[config.mk]
export PLATFORM = sky130hd
export DESIGN_NAME = lsu_ctrl
export DESIGN_NICKNAME = d
export VERILOG_FILES = /design/src/rtl/lsu_ctrl.sv
export SDC_FILE = /design/constraint.sdc
export NUM_CORES = 1
export LEC_CHECK = 0
export CAP_MARGIN = 10
export CELL_PAD_IN_SITES_DETAIL_PLACEMENT = 2
export CELL_PAD_IN_SITES_GLOBAL_PLACEMENT = 2
export CORE_MARGIN = 5
export CORE_UTILIZATION = 37
export DETAILED_ROUTE_END_ITERATION = 8
export DONT_BUFFER_PORTS = 1
export PLACE_DENSITY = 0.88
export SLEW_MARGIN = 20
export SYNTH_ARGS = -nofsm -noshare
export SYNTH_HDL_FRONTEND = slang
export SYNTH_SLANG_ARGS = --single-unit
[constraint.sdc]
create_clock -name clk -period 1.95 [get_ports clk]
set_input_delay 0.195 -clock clk [delete_from_list [all_inputs] [get_ports clk]]
set_output_delay 0.195 -clock clk [all_outputs]
set_load 0.05 [all_outputs]
[src/rtl/lsu_ctrl.sv]
// lsu_ctrl: load/store sequencer between a datapath and a 16-bit data memory.
// Word and byte loads (optional sign extension), word stores, and byte stores
// done as read-modify-write. Memory read data arrives one cycle after MemRd.
// Optional build macro LSU_BOUNDS_CHECK_EN: effective addresses above MEM_TOP
// complete immediately with err and no memory strobe.
//
// state | meaning
// IDLE  | waiting for start; request operands latched on accept
// RD    | MemRd asserted at the latched address
// RDW   | memory read data valid; load result or RMW merge captured
// WR    | MemWr asserted with mem_din at the latched address
// DONE  | one-cycle completion pulse, err qualifies it
module lsu_ctrl #(
  parameter int              AW      = 16,
  parameter int              DW      = 16,
  parameter logic [AW-1:0]   MEM_TOP = 16'h00FF
) (
  input  logic          clk,
  input  logic          rst_n,
  input  logic          start,
  input  logic          op_ld,
  input  logic          op_st,
  input  logic          op_byte,
  input  logic          op_sext,
  input  logic [AW-1:0] base,
  input  logic [AW-1:0] offset,
  input  logic [DW-1:0] st_data,
  output logic [AW-1:0] mem_addr,
  output logic [DW-1:0] mem_din,
  output logic          MemRd,
  output logic          MemWr,
  input  logic [DW-1:0] mem_dout,
  output logic [DW-1:0] ld_data,
  output logic          done,
  output logic          busy,
  output logic          err
);

`ifdef LSU_BOUNDS_CHECK_EN
  localparam logic BOUNDS_EN = 1'b1;
`else
  localparam logic BOUNDS_EN = 1'b0;
`endif

  typedef enum logic [2:0] {IDLE, RD, RDW, WR, DONE} state_t;

  state_t        state_q, state_d;
  logic [AW-1:0] ea_q;
  logic [DW-1:0] din_q;
  logic [DW-1:0] ld_q;
  logic          byte_q;
  logic          sext_q;
  logic          is_ld_q;
  logic          err_q;

  logic [AW-1:0] ea_sum;
  logic          req_err;
  logic [7:0]    rd_byte;

  assign ea_sum  = base + offset;
  // An invalid op encoding always errors; out-of-range only when bounds are built in.
  assign req_err = (op_ld == op_st) | (BOUNDS_EN & (ea_sum > MEM_TOP));
  assign rd_byte = mem_dout[7:0];

  // State register.
  always_ff @(posedge clk or negedge rst_n) begin
    if (!rst_n) state_q <= IDLE;
    else        state_q <= state_d;
  end

  // Next-state decode.
  always_comb begin
    state_d = state_q;
    case (state_q)
      IDLE: begin
        if (start) begin
          if (req_err)               state_d = DONE;
          else if (op_ld || op_byte) state_d = RD;
          else                       state_d = WR;
        end
      end
      RD:      state_d = RDW;
      RDW:     state_d = is_ld_q ? DONE : WR;
      WR:      state_d = DONE;
      DONE:    state_d = IDLE;
      default: state_d = IDLE;
    endcase
  end

  // Request latch, load-result capture and read-modify-write merge.
  always_ff @(posedge clk or negedge rst_n) begin
    if (!rst_n) begin
      ea_q    <= '0;
      din_q   <= '0;
      ld_q    <= '0;
      byte_q  <= 1'b0;
      sext_q  <= 1'b0;
      is_ld_q <= 1'b0;
      err_q   <= 1'b0;
    end else begin
      case (state_q)
        IDLE: begin
          if (start) begin
            ea_q    <= ea_sum;
            din_q   <= st_data;
            byte_q  <= op_byte;
            sext_q  <= op_sext;
            is_ld_q <= op_ld;
            err_q   <= req_err;
          end
        end
        RDW: begin
          if (is_ld_q) begin
            if (byte_q)
              ld_q <= {{(DW-8){sext_q & rd_byte[7]}}, rd_byte};
            else
              ld_q <= mem_dout;
          end else begin
            // Byte store keeps the upper byte already in memory.
            din_q <= {mem_dout[DW-1:8], din_q[7:0]};
          end
        end
        DONE:    err_q <= 1'b0;
        default: ;
      endcase
    end
  end

  // Outputs decoded from state or taken straight from registers.
  assign MemRd    = (state_q == RD);
  assign MemWr    = (state_q == WR);
  assign busy     = (state_q != IDLE);
  assign done     = (state_q == DONE);
  assign err      = (state_q == DONE) & err_q;
  assign mem_addr = (state_q == RD || state_q == WR) ? ea_q : '0;
  assign mem_din  = din_q;
  assign ld_data  = ld_q;

endmodule

==> summary.md <==
The flow ran to the end, and the final reports show no timing, DRC or antenna violations. From left edge to right edge, the die measures 99.26 um. Detailed placement ended at an HPWL of 6845 um. For the final antenna diode count, the log shows 0. The async set or reset register ratio after synthesis was 100.0%.

Global routing used 17.50% of the available tracks. After synthesis, flip-flops and latches occupy 46.69% of the total area. The biggest area contributor in the post-synthesis netlist is sky130_fd_sc_hd__dfrtp_1.

The tools report the final routed DRC violation total as 0. The distinct cell type count after synthesis came out at 45. Clock tree synthesis selected as its root buffer the cell sky130_fd_sc_hd__clkbuf_8. The number of hold violations in the final report is 0, and the clock transition at the register clock pins on the worst setup and hold paths after CTS is 110 ps. Power spread over the standard cell area amounts to 1817 nW/um2.

The min-delay analysis places its worst path in the category in2reg. The library cell used most frequently in the layout, excluding fill and tap cells, is sky130_fd_sc_hd__dfrtp_1. The total overflow left after global routing is 0.

TritonCTS built the clock tree. The routed via count divided by cell count was 5.455; the full die area was 9853 um2. The setup slack of the critical path after layout was 187.5 ps. Buffers inserted during clock tree synthesis total 5. The mean instance size in the synthesized netlist was 10.13 um2. The tools report the post-route clock skew as 13.20 ps.

After Yosys synthesis, and, or, nand and nor cells account for 15.15% of the synthesized area. In this run the biggest area consumer among cell types represents 46.69% of the synthesized area. Data on the critical path is required at its endpoint by 1750 ps. The flip-flop and latch count after synthesis was 55. The final net count is 404, and the global placer's final weighted congestion is 0.8152. For the number of global-route vias before repair, the log shows 2,717. Of all nets on the critical path, the largest fanout is 18. In the post-synthesis netlist, the biggest area contributors are sky130_fd_sc_hd__dfrtp_1 47%, sky130_fd_sc_hd__mux2_2 8.0%, sky130_fd_sc_hd__ha_1 6.4%. The run gives 55 as the number of clock sinks.

The count of cells in the finished layout, fillers not included, comes to 420. The area growth from synthesis to layout is 23.43%. The worst setup path is captured at a primary output.

The number of slew-limit violations in the final report was 0; the count of standard-cell rows was 32. Summing the areas of all xor and xnor instances in the mapped netlist gives 4.754% of the synthesized area. The number of H-tree levels was 2; the proportion of total power due to net switching was 51.91%. Classification of the worst setup path: reg2out. Before CTS, the worst setup slack after placement is -153.5 ps. In the final routed layout, each cell accounts on average for 20.16 um. VDD sags by at most 0.4782 mV. The synthesized area was 2948 um2; the post-synthesis net count was 378. The total routed wirelength is 8467 um. In this run the static leakage power is 1.570 nW. Synthesis produced a netlist whose cell count is 291. In this run, the combinational gates consume 38.5% of the power.

STA puts the critical path data arrival time at 1570 ps. The top flip-flop cell by instance count after synthesis is sky130_fd_sc_hd__dfrtp_1. After Yosys synthesis, full adders, half adders and majority gates account for 7.046% of the synthesized area. The switching power was 3.431 mW. Number of buffers added for setup after CTS: 0.

The post-route clock period utilization came out at 90.39%. The total via count after detailed routing was 2,291. Internal power comes to 3.179 mW. The minimum setup slack among reg-to-reg paths came out at 190 ps. After layout, the design draws a total of 6.610 mW. Headroom to the max-slew limit came out at 65.79%.

The run gives 410 as the number of cells in the design after placement. In this run the count of I/O pins placed on the die edge is 124. The clock passes through at most 2 buffers. Cells with a size suffix above 1 make up 21.38% of the layout. The worst setup path is launched from a flip-flop. Across the run, the number of max-cap violations was 0. The first TritonRoute pass finished after 4 iterations. At the pin with the least slew margin, the transition time is 513.2 ps.

Buffers placed on the I/O ports in this run total 0. The count of synthesis-stage warnings from yosys is 0, and the height of the chip is 99.26 um. The area of the core region is 7727 um2, and the complex-gate fraction of the synthesized area is 15.92%.

The logs give 38.15% for the initial core utilization and 47.09% for the post-layout utilization of the core. The initial antenna violation count is 0, and the multiplexer share of the synthesized area is 8.022%. Entering global routing, the biggest net connects 56 pins. After the first detailed-routing iteration, the DRC count stood at 33. Setup violations remaining at the end of the flow were counted as 0. The first global-routing pass estimated 13,820 um of wire. For the worst hold margin, the log shows 29.76 ps.

The clock reaches the later pin of the worst-skew pair after 300 ps. The share of total power dissipated in the clock network is 11.7%. By area, the combinational part of the netlist is dominated by compound AO/OA/AOI/OAI gates. Setup repair after global routing left no endpoint under its margin. In this run, flip-flops and latches consume 49.8% of the power. Leaving out fill and tap cells, the most frequent cells in the layout are 55 x sky130_fd_sc_hd__dfrtp_1, 28 x sky130_fd_sc_hd__nor2_1, 28 x sky130_fd_sc_hd__a21oi_1.

Once detail routing completed, the nets flagged for antenna violations numbered 0. The number of enable-type register cells in the synthesized netlist is 0. Subtracting the final worst setup slack from the clock period gives 1763 ps. The maximum clock frequency came out at 0.5674 GHz.
## cell usage after synthesis (2+ instances only)
cell type / number
sky130_fd_sc_hd__a21o_1: 5
sky130_fd_sc_hd__a21oi_1: 28
sky130_fd_sc_hd__and2_1: 19
sky130_fd_sc_hd__and3_1: 3
sky130_fd_sc_hd__buf_1: 2
sky130_fd_sc_hd__clkbuf_1: 6
sky130_fd_sc_hd__dfrtp_1: 55
sky130_fd_sc_hd__ha_1: 15
sky130_fd_sc_hd__inv_1: 2
sky130_fd_sc_hd__mux2_2: 21
sky130_fd_sc_hd__nand2_1: 26
sky130_fd_sc_hd__nor2_1: 28
sky130_fd_sc_hd__nor2b_1: 4
sky130_fd_sc_hd__o211ai_1: 2
sky130_fd_sc_hd__o21ai_0: 19
sky130_fd_sc_hd__o21ai_1: 4
sky130_fd_sc_hd__o22ai_1: 8
sky130_fd_sc_hd__o31ai_1: 2
sky130_fd_sc_hd__or3_1: 2
sky130_fd_sc_hd__xnor2_1: 8
sky130_fd_sc_hd__xor2_1: 8
## logic make-up (layout without fill, tap and decap cells)
| logic type | Yosys count | count (layout) |
|---|---|---|
| simple gates | 91 | 91 |
| compound gates | 78 | 78 |
| flops | 55 | 55 |
| mux | 21 | 21 |
| fa+ha+maj | 16 | 16 |
| xor+xnor | 16 | 16 |
| buf+inv | 14 | 41 |
## routing by layer
layer | track usage (%) | vias to the layer above | share of wire [%]
li1 | - | 1072 | -
met1 | 18.11 | 1138 | 37
met2 | 35.74 | 79 | 56
met3 | 3.717 | 2 | 5.7
met4 | 3.151 | 0 | 0.57
met5 | 0 | - | 0
## critical path: stages, from the launching register on
cell and delay, ps:
sky130_fd_sc_hd__dfrtp_1 480, sky130_fd_sc_hd__nor2b_1 190, sky130_fd_sc_hd__buf_4 210, sky130_fd_sc_hd__and2_1 230
sky130_fd_sc_hd__buf_12 160
## registers in the layout, indices dropped and copies added, names as in the netlist
register / cells
ea_q: 16
ld_data: 16
mem_din: 16
state_q: 3
byte_q: 1
err_q: 1
is_ld_q: 1
sext_q: 1
## final timing paths
path	end	cells after the start	start
max	mem_addr[6]	4	state_q[0]
min	ld_data[7]	1	mem_dout[7]
max reg2reg	mem_din[13]	6	state_q[1]
min reg2reg	ea_q[7]	2	ea_q[7]
max in group asynchronous	ea_q[13]	2	rst_n
min in group asynchronous	mem_din[12]	2	rst_n
## power by group through the flow
stage / clock network (mW) / logic (mW) / registers (mW)
CTS: 0.805 / 2.58 / 3.31
global route: 0.850 / 2.78 / 3.37
floorplan: 0 / 1.71 / 3.16
detailed placement: 0 / 2.54 / 3.34
global placement: 0 / 2.38 / 3.27
finish: 0.776 / 2.54 / 3.29
## final cells by class
class,count,area [um2]
inverter,2,7.507
clock buffer,5,68.82
fill,801,4089
tap,102,127.6
multi-input combinational,222,1519
sequential,55,1376
clock inverter,3,46.29
timing repair buffer,31,493.0
## what timing repair did
action                                 4_1_cts  5_1_grt
gates resized for setup                      0        0
hold buffers                                 2        0
endpoints found under the hold margin       55        0
## per-stage QoR
| step | TNS, ps | cell area [um2] |
|---|---|---|
| floorplan | 0 | 2967 |
| global placement | -40.07 | 3486 |
| detailed placement | -360.8 | 3486 |
| CTS | 0 | 3638 |
| global route | 0 | 3638 |
| finish | 0 | 3638 |
No activity file was read; power rests on OpenSTA's default activity.
